[config.mk]
export PLATFORM = sky130hd
export DESIGN_NAME = inertial_delay_filter
export DESIGN_NICKNAME = d
export VERILOG_FILES = /design/src/rtl/inertial_delay_pkg.sv /design/src/rtl/inertial_delay_chan.sv /design/src/rtl/inertial_delay_filter.sv
export SDC_FILE = /design/constraint.sdc
export NUM_CORES = 1
export LEC_CHECK = 0
export ABC_AREA = 1
export CAP_MARGIN = 0
export CORE_MARGIN = 1
export CORE_UTILIZATION = 25
export CTS_CLUSTER_SIZE = 8
export DETAILED_ROUTE_END_ITERATION = 10
export DONT_BUFFER_PORTS = 1
export MAX_ROUTING_LAYER = met4
export PLACE_DENSITY = 0.5
export SLEW_MARGIN = 20
export SYNTH_ARGS = -nofsm -noshare
export SYNTH_HDL_FRONTEND = slang
export SYNTH_SLANG_ARGS = --single-unit
[constraint.sdc]
create_clock -name clock -period 2.15 [get_ports clock]
set_clock_uncertainty 0.05 [all_clocks]
set_input_delay 0.3225 -clock clock [delete_from_list [all_inputs] [get_ports clock]]
set_output_delay 0.3225 -clock clock [all_outputs]
set_load 0.01 [all_outputs]
[src/rtl/inertial_delay_pkg.sv]
// inertial_delay_pkg
//   Shared definitions for the inertial/transport delay filter:
//     - mode_e         : operating mode encoding (inertial = 0, transport = 1)
//     - *_DEFAULT      : default parameter values used by the filter and its channels
//     - clog2()        : constant ceil(log2) used to size the per-channel run counter
package inertial_delay_pkg;

    typedef enum logic {
        MODE_INERTIAL  = 1'b0,
        MODE_TRANSPORT = 1'b1
    } mode_e;

    localparam int unsigned CHANNELS_DEFAULT = 4;
    localparam int unsigned DELAY_DEFAULT    = 10;
    localparam int unsigned GCW_DEFAULT      = 8;

    // ceil(log2(value)); returns 0 for value <= 1.
    function automatic int unsigned clog2(input int unsigned value);
        int unsigned result;
        int unsigned remaining;
        result    = 0;
        remaining = (value > 0) ? value - 1 : 0;
        while (remaining > 0) begin
            result    = result + 1;
            remaining = remaining >> 1;
        end
        return result;
    endfunction

endpackage

[src/rtl/inertial_delay_chan.sv]
// inertial_delay_chan
//   One channel of the inertial/transport delay filter.
//   Inertial mode: a din level must be seen on DELAY consecutive edges before it reaches dout;
//   shorter excursions are dropped. Transport mode: dout is din delayed by exactly DELAY edges
//   through a shift line whose final stage is the dout register itself.
//
//   Optional feature (macro INERTIAL_DELAY_GLITCH_CNT_EN): saturating count of pulses swallowed
//   in inertial mode, cleared by glitch_clr.
//
// Ports:
//   clock      in   rising-edge clock
//   reset      in   synchronous active-high reset
//   mode_cur   in   registered mode shared by all channels
//   flush      in   mode is changing this edge: drop in-flight changes, hold dout
//   din        in   channel input
//   glitch_clr in   clear glitch counter (macro only)
//   glitch_cnt out  swallowed-pulse count (macro only)
//   dout       out  delayed/filtered output
//   pending    out  a din change is in flight (forced low while reset is asserted)
module inertial_delay_chan
    import inertial_delay_pkg::*;
#(
    parameter int unsigned DELAY = DELAY_DEFAULT
`ifdef INERTIAL_DELAY_GLITCH_CNT_EN
    ,
    parameter int unsigned GCW   = GCW_DEFAULT
`endif
) (
    input  logic           clock,
    input  logic           reset,
    input  mode_e          mode_cur,
    input  logic           flush,
    input  logic           din,
`ifdef INERTIAL_DELAY_GLITCH_CNT_EN
    input  logic           glitch_clr,
    output logic [GCW-1:0] glitch_cnt,
`endif
    output logic           dout,
    output logic           pending
);

    localparam int unsigned CW = clog2(DELAY + 1);
    // dout_q is the last transport stage, so only DELAY-1 extra taps are stored.
    localparam int unsigned SW = (DELAY > 1) ? DELAY - 1 : 1;
    localparam logic [CW-1:0] CNT_LAST = CW'(DELAY - 1);

    logic [CW-1:0] cnt_q, cnt_d;
    logic [SW-1:0] shift_q, shift_d, shifted;
    logic          dout_q, dout_d;
    logic          line_out;
    logic          taps_differ;

    // Shift din into tap 0; the top tap falls off into dout.
    assign shifted     = SW'({shift_q, din});
    assign line_out    = (DELAY == 1) ? din : shift_q[SW-1];
    assign taps_differ = (DELAY > 1) && (shift_q != {SW{dout_q}});

    always_comb begin
        cnt_d   = cnt_q;
        shift_d = shift_q;
        dout_d  = dout_q;
        if (flush) begin
            // Restart in the new mode from a clean state that matches dout.
            cnt_d   = '0;
            shift_d = {SW{dout_q}};
        end else if (mode_cur == MODE_TRANSPORT) begin
            shift_d = shifted;
            dout_d  = line_out;
        end else begin
            if (din == dout_q) begin
                cnt_d = '0;
            end else if (cnt_q == CNT_LAST) begin
                dout_d = din;
                cnt_d  = '0;
            end else begin
                cnt_d = cnt_q + 1'b1;
            end
        end
    end

    always_ff @(posedge clock) begin
        if (reset) begin
            cnt_q   <= '0;
            shift_q <= '0;
            dout_q  <= 1'b0;
        end else begin
            cnt_q   <= cnt_d;
            shift_q <= shift_d;
            dout_q  <= dout_d;
        end
    end

    always_comb begin
        pending = 1'b0;
        if (!reset) begin
            pending = (din != dout_q);
            if (mode_cur == MODE_TRANSPORT) begin
                pending = pending | taps_differ;
            end
        end
    end

    assign dout = dout_q;

`ifdef INERTIAL_DELAY_GLITCH_CNT_EN
    logic [GCW-1:0] glitch_q, glitch_d;
    logic           swallow;

    // A partial run that ends with din back at the dout level is a swallowed pulse.
    assign swallow = !flush && (mode_cur == MODE_INERTIAL) && (cnt_q != '0) && (din == dout_q);

    always_comb begin
        glitch_d = glitch_q;
        if (glitch_clr) begin
            glitch_d = '0;
        end else if (swallow && (glitch_q != '1)) begin
            glitch_d = glitch_q + 1'b1;
        end
    end

    always_ff @(posedge clock) begin
        if (reset) begin
            glitch_q <= '0;
        end else begin
            glitch_q <= glitch_d;
        end
    end

    assign glitch_cnt = glitch_q;
`endif

endmodule

[src/rtl/inertial_delay_filter.sv]
// inertial_delay_filter
//   Clocked replacement for continuous-assign wire delays. Each of CHANNELS 1-bit inputs is
//   delayed by DELAY clock cycles, either inertially (pulses shorter than DELAY are dropped)
//   or as a pure transport delay. A change of mode flushes all channels on the edge where it
//   is seen; the new mode takes effect from the following edge.
//
//   Optional feature macro: INERTIAL_DELAY_GLITCH_CNT_EN adds glitch_clr/glitch_cnt, a
//   per-channel saturating count of pulses swallowed in inertial mode.
//
// Parameters:
//   CHANNELS  number of independent channels (>= 1)
//   DELAY     delay in clock cycles (>= 1)
//   GCW       glitch counter width per channel (macro only)
//
// Ports:
//   clock       in   rising-edge clock
//   reset       in   synchronous active-high reset
//   mode        in   0 = inertial, 1 = transport; sampled every edge
//   din         in   [CHANNELS]      channel inputs
//   glitch_clr  in   clears all glitch counters (macro only)
//   glitch_cnt  out  [CHANNELS*GCW]  channel i at [i*GCW +: GCW] (macro only)
//   dout        out  [CHANNELS]      delayed/filtered outputs
//   pending     out  [CHANNELS]      channel has a change in flight
module inertial_delay_filter
    import inertial_delay_pkg::*;
#(
    parameter int unsigned CHANNELS = CHANNELS_DEFAULT,
    parameter int unsigned DELAY    = DELAY_DEFAULT,
    parameter int unsigned GCW      = GCW_DEFAULT
) (
    input  logic                    clock,
    input  logic                    reset,
    input  logic                    mode,
    input  logic [CHANNELS-1:0]     din,
`ifdef INERTIAL_DELAY_GLITCH_CNT_EN
    input  logic                    glitch_clr,
    output logic [CHANNELS*GCW-1:0] glitch_cnt,
`endif
    output logic [CHANNELS-1:0]     dout,
    output logic [CHANNELS-1:0]     pending
);

    if ((CHANNELS == 0) || (DELAY == 0) || (GCW == 0)) begin : g_bad_params
        $error("inertial_delay_filter: CHANNELS, DELAY and GCW must all be >= 1");
    end

    mode_e mode_q;
    logic  flush;

    assign flush = (mode_e'(mode) != mode_q);

    always_ff @(posedge clock) begin
        if (reset) begin
            mode_q <= MODE_INERTIAL;
        end else begin
            mode_q <= mode_e'(mode);
        end
    end

    for (genvar ch = 0; ch < CHANNELS; ch++) begin : g_chan
        inertial_delay_chan #(
            .DELAY (DELAY)
`ifdef INERTIAL_DELAY_GLITCH_CNT_EN
            ,
            .GCW   (GCW)
`endif
        ) u_chan (
            .clock      (clock),
            .reset      (reset),
            .mode_cur   (mode_q),
            .flush      (flush),
            .din        (din[ch]),
`ifdef INERTIAL_DELAY_GLITCH_CNT_EN
            .glitch_clr (glitch_clr),
            .glitch_cnt (glitch_cnt[ch*GCW +: GCW]),
`endif
            .dout       (dout[ch]),
            .pending    (pending[ch])
        );
    end

endmodule

==> impl_metrics.py <==
metrics = {
    "status": {
        "status": "complete, no violations",
    },
    "yosys": {
        "yosysSeqAreaShare": 0.375,
        "netlist_area_sq_mm": 0.00304,
        "ys_ff_latch": 57,
        "ys_warn_count": 0,
        "syn_area_per_cell_sq_um": 6.82,
        "syn-num-nets": 462,
        "synth.distinct_cells": 22,
        "synthCells": 446,
    },
    "grt": {
        "grt_first_pass_wirelength_mm": 12.3,
        "grt_pass1_vias": 2589,
        "grt_overflow_total": 0,
        "gr-usage-all-layers": 0.126,
        "grt_max_degree": 27,
        "antenna_found_initial": 0,
    },
    "clock_network": {
        "cts_setup_buffers": 0,
        "h-tree-depth": 3,
        "cts_inserted_buffers": 9,
        "clk_pin_slew_ps": 50,
        "clk_root_buffer_cell": "clkbuf_16",
        "clkSinkCount": 57,
        "cts_tree": "yes",
        "insertion_delay_ps": 330,
        "cts_buffer_depth": 2,
    },
    "floorplanning": {
        "die_h_um": 112,
        "die_x_um": 112,
        "core_area_sq_mm": 0.0116,
        "die_area_sq_mm": 0.0126,
        "io_pins": 15,
        "rows": 39,
        "start_util": 0.262,
    },
    "pwr": {
        "p_seq_frac": 0.413,
        "power.switching_w": 0.000767,
        "switching_share": 0.267,
        "comb_power_share": 0.123,
        "power.density_mw_per_mm2": 837,
        "leakagePower_nw": 1.40,
        "p_int_w": 0.00210,
        "peakVddDrop_mv": 0.351,
        "p_clk_frac": 0.464,
    },
    "min_path": {
        "min-delay-start": "reset",
        "hold_path.class": "in -> reg",
        "min_to": "g_chan[1].u_chan.shift_q[7]$_SDFFE_PP0P_",
        "min_path_cells": 1,
    },
    "detailed_routing": {
        "drt-total-wl_mm": 7.08,
        "ant_nets": 0,
        "avgRoutedWirePerCell_um": 12.1,
        "drc_errors": 0,
        "vias": 2667,
        "drtIter0Drc": 150,
        "vias_per_cell": 4.54,
        "detail_route.first_pass.iterations": 4,
    },
    "sta": {
        "rsz0062_at_grt": "no",
        "min_period_ps": 1950,
        "drv_slew": 0,
        "relSlewSlack": 0.631,
        "hold_viol": 0,
        "tns_ps": 0,
        "fmax_ghz": 0.513,
        "fin_crit_sh": 0.906,
        "finalSetupViolCount": 0,
        "worst_pin_slew_ps": 552,
        "holdWs_ps": 16.3,
        "fin_ws_ps": 202,
    },
    "worst_setup_path": {
        "cp_max_fo": 8,
        "reg2regPathDepth": 6,
        "max_stage_delay_ps": 540,
        "reg2reg_slack_ps": 500,
        "r2r_start": "mode_q$_SDFF_PP0_",
        "crit_chain": "inv_1 -> nand2_1 -> nand2_2 -> nand2_1 -> nand2_1 -> a21oi_1",
        "worst_path_most_repeated_cell": "nand2_1",
        "cp.required_ps": 1780,
        "crit_arrival_ps": 1580,
        "worst_setup_path_end_kind": "primary output",
        "critPathSlowestCell": "dfxtp_1",
        "cp_top_family": "flip-flops",
        "crit_buf_inv": 1,
        "start_kind": "register",
        "r2r_end": "g_chan[3].u_chan.shift_q[2]$_SDFFE_PP0P_",
        "cp_num_cells": 6,
        "path_class": "reg -> out",
    },
    "place": {
        "dp_cells": 572,
        "pre_cts_ws_ps": 510,
        "portBuffers": 0,
        "gp_congestion": 0.752,
        "hpwl_mm": 4.73,
    },
    "finish": {
        "n_fill_cell": 1260,
        "multiInputGateArea_sq_mm": 0.00159,
        "stdcell_count": 587,
        "area_growth_pct": 12.7,
        "drive_gt1_frac": 0.0901,
        "nets": 456,
        "final-seq-area_sq_mm": 0.00114,
        "diodes": 0,
    },
    "job": {
        "drv_cap": 0,
    },
}
==> worst max path at each step <==
stage,from,to
final,g_chan[3].u_chan.dout$_SDFFE_PP0P_,pending[3]
after global routing,g_chan[0].u_chan.dout$_SDFFE_PP0P_,pending[0]
after CTS,g_chan[2].u_chan.dout$_SDFFE_PP0P_,pending[2]
after detailed placement,g_chan[2].u_chan.dout$_SDFFE_PP0P_,pending[2]
after global placement,g_chan[2].u_chan.dout$_SDFFE_PP0P_,pending[2]
after floorplan,mode_q$_SDFF_PP0_,g_chan[1].u_chan.dout$_SDFFE_PP0P_
==> layer usage <==
metal / wire (um) / share of wire / GRT usage
met4: 101 / 0.014 / 0.0560
met2: 3020 / 0.43 / 0.188
met5: 0 / 0 / -
met3: 270 / 0.038 / 0.0313
met1: 3680 / 0.52 / 0.162
==> registers in the layout, summed over array words and instances, names as in the netlist <==
name / count
mode_q: 1
g_chan.u_chan.cnt_q: 16
g_chan.u_chan.dout: 4
g_chan.u_chan.shift_q: 36
==> through the flow <==
stage	util	cell area [sq um]	total power (W)
after global routing	0.295	3430	0.00303
after detailed placement	0.271	3140	0.00156
after CTS	0.295	3430	0.00291
final	0.295	3430	0.00287
after global placement	0.271	3140	0.00155
after floorplan	-	3040	0.00149
==> synth_stat cells <==
cell	number	area share
ha_1	9	0.037
clkbuf_2	2	0.0033
nor3_1	4	0.0066
o21ai_0	26	0.043
clkbuf_1	2	0.0025
xor2_1	4	0.012
nand3_1	12	0.020
buf_2	11	0.018
nor2_4	4	0.015
inv_2	3	0.0037
nand3b_1	4	0.0099
nand4_1	8	0.016
o21a_1	4	0.0099
buf_4	9	0.022
inv_1	41	0.051
nand2_1	108	0.13
nor2_1	56	0.069
a211oi_2	2	0.0082
a211oi_1	12	0.030
a21oi_1	60	0.099
nand2_2	8	0.016
dfxtp_1	57	0.38
==> layout by cell type, fill, tap and decap left out, drive strengths merged <==
master,n
nor2,60
o21ai,26
a21oi,60
nand3b,4
inv,44
clkinv,3
dfxtp,57
nand2,116
buf,7
nand4,8
ha,9
nor3,4
nand3,12
a211oi,14
o21a,4
clkbuf,12
xor2,4
==> what timing repair did <==
action                                  CTS  global route
resized for setup                         0             1
hold buffers                              0             0
endpoints found under the setup margin    0             1
==> final cells by class <==
class	count	share of cell area
Inverter	44	0.0482
Timing Repair Buffer	7	0.0190
Tap cell	143	0.0522
Clock buffer	12	0.0778
Multi-Input combinational cell	321	0.465
Clock inverter	3	0.00438
Sequential cell	57	0.333
==> cells by family after synthesis <==
logic type,count (synthesis),share of synthesized area
AND/OR/NAND/NOR,204,0.286
AO/OA/AOI/OAI,104,0.189
buffers and inverters,68,0.100
flip-flops,57,0.375
adder cells (fa/ha/maj),9,0.0370
XOR/XNOR,4,0.0115
==> power groups by stage <==
stage          sequential, W  combinational, W  clock, W
2_1_floorplan        0.00119          0.000302         0
3_3_place_gp         0.00120          0.000350         0
3_5_place_dp         0.00120          0.000354         0
4_1_cts              0.00118          0.000356   0.00137
5_1_grt              0.00119          0.000414   0.00142
6_report             0.00118          0.000354   0.00133
(Power assumes the default switching activity.)
